<file path="config.mk">
export PLATFORM = sky130hd
export DESIGN_NAME = store_buffer_ctrl
export DESIGN_NICKNAME = d
export VERILOG_FILES = /design/src/rtl/store_buffer_ctrl.sv
export SDC_FILE = /design/constraint.sdc
export NUM_CORES = 1
export LEC_CHECK = 0
export CORE_MARGIN = 3
export CORE_UTILIZATION = 40
export DETAILED_ROUTE_END_ITERATION = 8
export PLACE_DENSITY = 0.61
export SLEW_MARGIN = 20
export SYNTH_ARGS = -nofsm -noshare
export SYNTH_HDL_FRONTEND = slang
export SYNTH_SLANG_ARGS = --single-unit
</file>
<file path="constraint.sdc">
create_clock -name clk -period 3.23 [get_ports clk]
set_input_delay 0.323 -clock clk [delete_from_list [all_inputs] [get_ports clk]]
set_output_delay 0.323 -clock clk [all_outputs]
set_load 0.03 [all_outputs]
</file>
<file path="src/rtl/store_buffer_ctrl.sv">
// store_buffer_ctrl: in-order store queue between the MEM stage and the data-memory write port.
//   Stores are aligned at enqueue into a word address, a byte mask and lane-replicated data.
//   Entries then drain one at a time over a dmem_write/dmem_resp handshake.
//   A load whose word address matches any held entry raises ld_hazard.
// Build option: define MISALIGN_TRAP_EN to reject misaligned sh/sw and report them on st_misalign.
//   Without it, st_misalign is tied 0 and the low address bits of sh/sw are ignored.
// Ports:
//   clk, rst_n                       clock, asynchronous active-low reset
//   st_valid/st_ready                store request handshake
//   st_addr, st_funct3, st_wdata     store byte address, size (sb/sh/sw), raw rs2 data
//   st_err, st_misalign              combinational reject flags for the current handshake
//   ld_valid, ld_addr, ld_hazard     load word-match check against held stores
//   dmem_write/address/wmask/wdata   write request driven from the queue head
//   dmem_resp                        write complete, pops the head
//   sb_count, sb_empty               occupancy, including the in-flight head
module store_buffer_ctrl #(
  parameter  int unsigned DEPTH = 4,
  localparam int unsigned CNT_W = $clog2(DEPTH) + 1
) (
  input  logic             clk,
  input  logic             rst_n,
  input  logic             st_valid,
  output logic             st_ready,
  input  logic [31:0]      st_addr,
  input  logic [2:0]       st_funct3,
  input  logic [31:0]      st_wdata,
  output logic             st_err,
  output logic             st_misalign,
  input  logic             ld_valid,
  input  logic [31:0]      ld_addr,
  output logic             ld_hazard,
  output logic             dmem_write,
  output logic [31:0]      dmem_address,
  output logic [3:0]       dmem_wmask,
  output logic [31:0]      dmem_wdata,
  input  logic             dmem_resp,
  output logic [CNT_W-1:0] sb_count,
  output logic             sb_empty
);

  localparam int unsigned PTR_W = $clog2(DEPTH);

  localparam logic [0:0] S_IDLE  = 1'b0;
  localparam logic [0:0] S_WRITE = 1'b1;

  localparam logic [2:0] F3_SB = 3'b000;
  localparam logic [2:0] F3_SH = 3'b001;
  localparam logic [2:0] F3_SW = 3'b010;

  typedef struct packed {
    logic [29:0] waddr;
    logic [3:0]  mask;
    logic [31:0] data;
  } entry_t;

  entry_t             mem_q [DEPTH];
  logic [DEPTH-1:0]   valid_q, valid_d;
  logic [PTR_W-1:0]   wr_ptr_q, wr_ptr_d;
  logic [PTR_W-1:0]   rd_ptr_q, rd_ptr_d;
  logic [CNT_W-1:0]   count_q, count_d;
  logic [0:0]         state_q, state_d;

  logic               legal;
  logic               misaligned;
  logic               handshake;
  logic               push;
  logic               pop;
  logic [1:0]         off;
  entry_t             new_entry;
  entry_t             head;
  logic               hit;
  logic               ld_unused;

  assign off       = st_addr[1:0];
  assign legal     = (st_funct3 == F3_SB) || (st_funct3 == F3_SH) || (st_funct3 == F3_SW);
  assign handshake = st_valid & st_ready;

`ifdef MISALIGN_TRAP_EN
  assign misaligned  = ((st_funct3 == F3_SH) && off[0]) || ((st_funct3 == F3_SW) && (off != 2'b00));
  assign st_misalign = handshake & legal & misaligned;
`else
  assign misaligned  = 1'b0;
  assign st_misalign = 1'b0;
`endif

  assign st_err = handshake & ~legal;
  assign push   = handshake & legal & ~misaligned;
  assign pop    = (state_q == S_WRITE) & dmem_resp;

  // Lane alignment of the incoming store
  always_comb begin
    new_entry       = '0;
    new_entry.waddr = st_addr[31:2];
    unique case (st_funct3)
      F3_SB: begin
        new_entry.mask = 4'b0001 << off;
        new_entry.data = {4{st_wdata[7:0]}};
      end
      F3_SH: begin
        new_entry.mask = off[1] ? 4'b1100 : 4'b0011;
        new_entry.data = {2{st_wdata[15:0]}};
      end
      default: begin
        new_entry.mask = 4'b1111;
        new_entry.data = st_wdata;
      end
    endcase
  end

  // Next-state: pointers, occupancy and FSM
  always_comb begin
    state_d  = state_q;
    count_d  = count_q + CNT_W'(push) - CNT_W'(pop);
    wr_ptr_d = push ? wr_ptr_q + PTR_W'(1) : wr_ptr_q;
    rd_ptr_d = pop  ? rd_ptr_q + PTR_W'(1) : rd_ptr_q;
    valid_d  = valid_q;
    if (pop)  valid_d[rd_ptr_q] = 1'b0;
    if (push) valid_d[wr_ptr_q] = 1'b1;
    unique case (state_q)
      S_IDLE:  if ((count_q != '0) || push) state_d = S_WRITE;
      S_WRITE: if (pop && (count_q == CNT_W'(1)) && !push) state_d = S_IDLE;
      default: state_d = S_IDLE;
    endcase
  end

  always_ff @(posedge clk or negedge rst_n) begin
    if (!rst_n) begin
      state_q  <= S_IDLE;
      count_q  <= '0;
      wr_ptr_q <= '0;
      rd_ptr_q <= '0;
      valid_q  <= '0;
    end else begin
      state_q  <= state_d;
      count_q  <= count_d;
      wr_ptr_q <= wr_ptr_d;
      rd_ptr_q <= rd_ptr_d;
      valid_q  <= valid_d;
    end
  end

  // Payload storage needs no reset; occupancy is tracked by valid_q
  always_ff @(posedge clk) begin
    if (push) mem_q[wr_ptr_q] <= new_entry;
  end

  // Word match against every held entry, in-flight head included
  always_comb begin
    hit = 1'b0;
    for (int unsigned i = 0; i < DEPTH; i++) begin
      if (valid_q[i] && (mem_q[i].waddr == ld_addr[31:2])) hit = 1'b1;
    end
  end

  assign ld_unused = ^ld_addr[1:0];
  assign ld_hazard = ld_valid & hit;

  assign head         = mem_q[rd_ptr_q];
  assign dmem_write   = (state_q == S_WRITE);
  assign dmem_address = dmem_write ? {head.waddr, 2'b00} : 32'h0;
  assign dmem_wmask   = dmem_write ? head.mask : 4'h0;
  assign dmem_wdata   = dmem_write ? head.data : 32'h0;

  assign st_ready = (count_q != CNT_W'(DEPTH));
  assign sb_count = count_q;
  assign sb_empty = (count_q == '0);

endmodule
</file>
# [Yosys cells after proc, flatten, opt, wreduce, memory -nomap -nowiden]
# Memories as Yosys holds them, arrays and structs flattened.
# Cells that the tools add are included.
[op_classes] n_eq_ne=8 addsub=4 n_reduce_logical=15 bitwise=10 mux=20 order_cmp=4 shift=1
[ops] operator="$eq 30x30->1" count=4
[ops] operator="$pmux 36 s2" count=1
[ops] operator="$mux 32" count=2
[ops] operator="$mux 4" count=4
[ops] operator="$mux 1" count=10
[ops] operator="$logic_and 1x1->1" count=8
[ops] operator="$eq 3x1->1 const B" count=2
[ops] operator="$logic_not 3->1" count=2
[ops] operator="$lt 2x3->1 const B" count=2
[ops] operator="$and 1x1->1" count=5
[ops] operator="$add 2x1->2 const B" count=2
[ops] operator="$and 4x4->4" count=1
[ops] operator="$demux 1 s2" count=2
[ops] operator="$ge 2x1->1 const B" count=2
[ops] operator="$not 4->4" count=1
[ops] operator="$or 4x4->4" count=1
[ops] operator="$shl 1x2->4 const A" count=1
[ops] operator="$add 3x1->3" count=1
[ops] operator="$eq 3x2->1 const B" count=1
[ops] operator="$logic_or 1x1->1" count=3
[ops] operator="$ne 3x3->1 const B" count=1
[ops] operator="$reduce_bool 3->1" count=1
[ops] operator="$sub 3x1->3" count=1
[ops] operator="$not 1->1" count=2
[ops] operator="other kinds (2)" count=2
[word_totals] word_cells=68 reg_bits=12 n_memories=1 output_inout_bits=77 mem_bits_rw=264 input_bits=104
[mem_list] memory="mem_q" depth=4 word_bits=66 read_ports=5 rd_ports_with_merged_regs=0 wr=1 line="56" text="entry_t mem_q [DEPTH];"

# [Depth between registers and ports, before layout]
[logic_depth] ltp_word=9 depth_mapped=11 ltp_nobuf=10

# [Worst setup path before layout]
# No wires, ideal clock.
[synth_timing] path_type="register to register" start="register count_q[0] (netlist: sb_count[0])" end="memory mem_q[0][0] (netlist name) (enable)" setup_ns=0.432 n_path_buf=1 synth_period_minus_slack_ns=3.285 path_stages_with_launch=6 required_ns=2.798 arrival_ns=2.853 slack_ns=-0.055 path_cell_list="dfrtp_1 -> nor2_1 -> nand2_1 -> and3_1 -> buf_2 -> and2_1"
[synth_via] elab_chain_len=5
[synth_rtl] item="start: declaration" line="60" text="logic [CNT_W-1:0] count_q, count_d;"
[synth_rtl] item="start signal: assignment" line="135" text="count_q <= count_d;"
[synth_rtl] item="$ne 3x3->1" line="164" text="assign st_ready = (count_q != CNT_W'(DEPTH));"
[synth_rtl] item="net st_ready" line="23" text="output logic st_ready,"
[synth_rtl] item="$and 1x1->1" line="76" text="assign handshake = st_valid & st_ready;"
[synth_rtl] item="$and 1x1->1" line="87" text="assign push = handshake & legal & ~misaligned;"
[synth_rtl] item="$mux 1" line="144" text="if (push) mem_q[wr_ptr_q] <= new_entry;"
[synth_rtl] item="$mux 1 (not written as such)" line="144"
[synth_rtl] item="end: declaration" line="56"
# The timed path passes the listed nets, and every way through them passes these cells.

# [Worst setup path after layout]
[layout_timing] start="register rd_ptr_q[0]" end="output dmem_wdata[6]"
[layout_via] elab_chain_len=2
[layout_rtl] item="start: declaration" line="59" text="logic [PTR_W-1:0] rd_ptr_q, rd_ptr_d;"
[layout_rtl] item="start signal: assignment" line="137" text="rd_ptr_q <= rd_ptr_d;"
[layout_rtl] item="$mem_v2 4x66"
[layout_rtl] item="$mux 32" line="162" text="assign dmem_wdata = dmem_write ? head.data : 32'h0;"
[layout_rtl] item="end: declaration" line="35" text="output logic [31:0] dmem_wdata,"
# No other way between the ends.

==> impl_metrics.json <==
{
  "gp_congestion": 0.886,
  "antenna_found_initial": 2,
  "synth_area_um2": 12500,
  "async_reset_ff_frac": 0.0435,
  "ant_nets": 0,
  "track_usage": 0.181,
  "viasPerCell": 5.20,
  "synthXorXnorAreaFrac": 0.0872,
  "io_pins": 181,
  "report.final.slew_viol_count": 0,
  "fin_nets": 1015,
  "grt_pass1_wl_um": 45200,
  "synth_cell_type_count": 32,
  "htree_levels": 1,
  "drt_iter0_markers": 492,
  "min_period_ns": 3.12,
  "io_buffers": 175,
  "layout_commonest_cell": "edfxtp_1",
  "synthAdderAreaFrac": 0.0117,
  "finalPower_w": 0.0128,
  "crit_required_ns": 2.91,
  "fin_tns_setup_ns": 0,
  "p_leak_nw": 5.10,
  "cts_resized": 0,
  "synth_top_family_by_area": "multiplexers",
  "skew_ns": 0.0112,
  "synth-seq-cells": 276,
  "vias": 6811,
  "start_util": 0.413,
  "avgSynthCellArea_um2": 17.3,
  "insertion_delay_ns": 0.54,
  "pwr_density_cell_nw_per_um2": 818,
  "maxCapViolations": 0,
  "synth_mux_area_frac": 0.140,
  "cp_max_fo": 11,
  "yosys.area_share.simple": 0.0651,
  "dp_hpwl_um": 20600,
  "synthCells": 718,
  "period_share": 0.965,
  "grt_overflow": 0,
  "yosys_warnings": 0,
  "setup_viol": 0,
  "die_y_um": 182,
  "arrival_ns": 2.79,
  "cts_buffers": 30,
  "tightestPinTransition_ns": 0.581,
  "area_growth_pct": 25.4,
  "fin_ws_ns": 0.112,
  "crit_type": "reg2out",
  "ys.flop_type": "edfxtp_1",
  "wl_um": 30300,
  "post_drt_wl_per_cell_um": 23.1,
  "whs_ns": 0.156,
  "post-cts-setup-buffer-count": 0,
  "clkTransAtPathRegs_ns": 0.06,
  "dp_slack_ns": 0.493,
  "clockBufferDepth": 3,
  "drc": 0,
  "vdd_drop_max_mv": 0.434,
  "hold_violations": 0,
  "max_freq_mhz": 321,
  "yosysSeqAreaShare": 0.661,
  "fp.coreArea_um2": 30200,
  "drt-pass1-iter-count": 5,
  "cts_tree": "yes",
  "max-slew-margin-rel": 0.612,
  "die_width_um": 182,
  "cts_root_buf": "clkbuf_16",
  "outcome": "finished, final reports clean",
  "drive_gt1_frac": 0.164,
  "grt_max_degree": 69,
  "critPathLaunchType": "flip-flop",
  "clock_sinks": 276,
  "final_cell_mix": "edfxtp_1 (264), clkdlybuf4s50_1 (174), xnor2_1 (79)",
  "min_path_type": "in2async",
  "floorplan.die_area_um2": 33300,
  "diodes": 0,
  "rrSetupSlack_ns": 1.10,
  "cts_hold_buf": 0,
  "num_rows": 63,
  "grt_pass1_vias": 7194,
  "synth-edff-count": 264,
  "rsz0062_at_grt": "no",
  "synth_compound_area_frac": 0.00954,
  "cp-end-kind": "output pin"
}
## cell families (layout without fill, tap and decap cells)
family | Yosys count | count (layout)
AND/OR/NAND/NOR | 137 | 137
multiplexers | 90 | 90
flip-flops | 276 | 276
XOR/XNOR | 124 | 124
adder cells (fa/ha/maj) | 11 | 11
buffers and inverters | 58 | 259
AO/OA/AOI/OAI | 21 | 21
other | 1 | 3
## where the power goes
| group | switching [W] | leakage [nW] | internal, W |
|---|---|---|---|
| Sequential | 0.000199 | 2.52 | 0.00430 |
| Combinational | 0.00275 | 2.14 | 0.00239 |
| Clock | 0.00130 | 0.442 | 0.00186 |
| Total | 0.00424 | 5.10 | 0.00854 |
## cell usage after synthesis (4+ instances only)
cell | count | area [um^2]
o21ai_0 | 6 | 30.0
nor4_1 | 16 | 100
mux2i_1 | 8 | 80.1
ha_1 | 10 | 125
nor2_1 | 12 | 45.0
buf_1 | 4 | 15.0
xnor2_1 | 79 | 692
mux4_2 | 66 | 1490
dfrtp_1 | 12 | 300
clkbuf_1 | 27 | 101
nand2_1 | 8 | 30.0
a21o_1 | 4 | 30.0
nand4_1 | 24 | 150
a21oi_1 | 10 | 50.1
edfxtp_1 | 264 | 7930
buf_2 | 7 | 35.0
buf_4 | 5 | 37.5
mux2_2 | 16 | 180
and2_1 | 71 | 444
buf_12 | 4 | 80.1
xor2_1 | 45 | 394
inv_1 | 10 | 37.5
## layer usage
metal	vias up	track usage	share of wire
met5	-	0	0.00089
met1	3433	0.242	0.43
met4	4	0.0387	0.022
met3	51	0.0329	0.057
li1	3096	-	-
met2	227	0.310	0.49
## final timing paths
check                      cells past startpoint        start       endpoint
max                                            4  rd_ptr_q[0]  dmem_wdata[6]
min                                            1        rst_n    wr_ptr_q[0]
max reg2reg                                   10  sb_count[0]    sb_count[2]
min reg2reg                                    1   valid_q[3]     valid_q[3]
max in group asynchronous                      1        rst_n    rd_ptr_q[0]
min in group clk                               1  st_addr[27]   mem_q[2][61]
## critical path, cell delays in order, from the launching register on
cell and delay (ns):
dfrtp_4 0.60, buf_4 0.28, mux4_2 0.57, and2_1 0.21, clkdlybuf4s50_1 0.59
## stage by stage
step	util	instances	area [um^2]
finish	0.517	1311	15600
CTS	0.517	1311	15600
floorplan	-	720	12500
global route	0.517	1311	15600
global placement	0.487	1258	14700
detailed placement	0.487	1258	14700
## area by class of cell
cell class / instances / area (um^2)
clock inverters: 7 / 31.3
fillers: 2516 / 14600
clock buffers: 46 / 882
well taps: 390 / 488
multi-input cells: 386 / 3930
inverters: 10 / 37.5
repair buffers: 196 / 2020
flip-flops and latches: 276 / 8230
## flip-flops by register name, summed over array words and instances, names as in the netlist
name,count
valid_q,4
rd_ptr_q,2
wr_ptr_q,2
sb_count,3
mem_q,264
dmem_write,1
(Power assumes the default switching activity.)
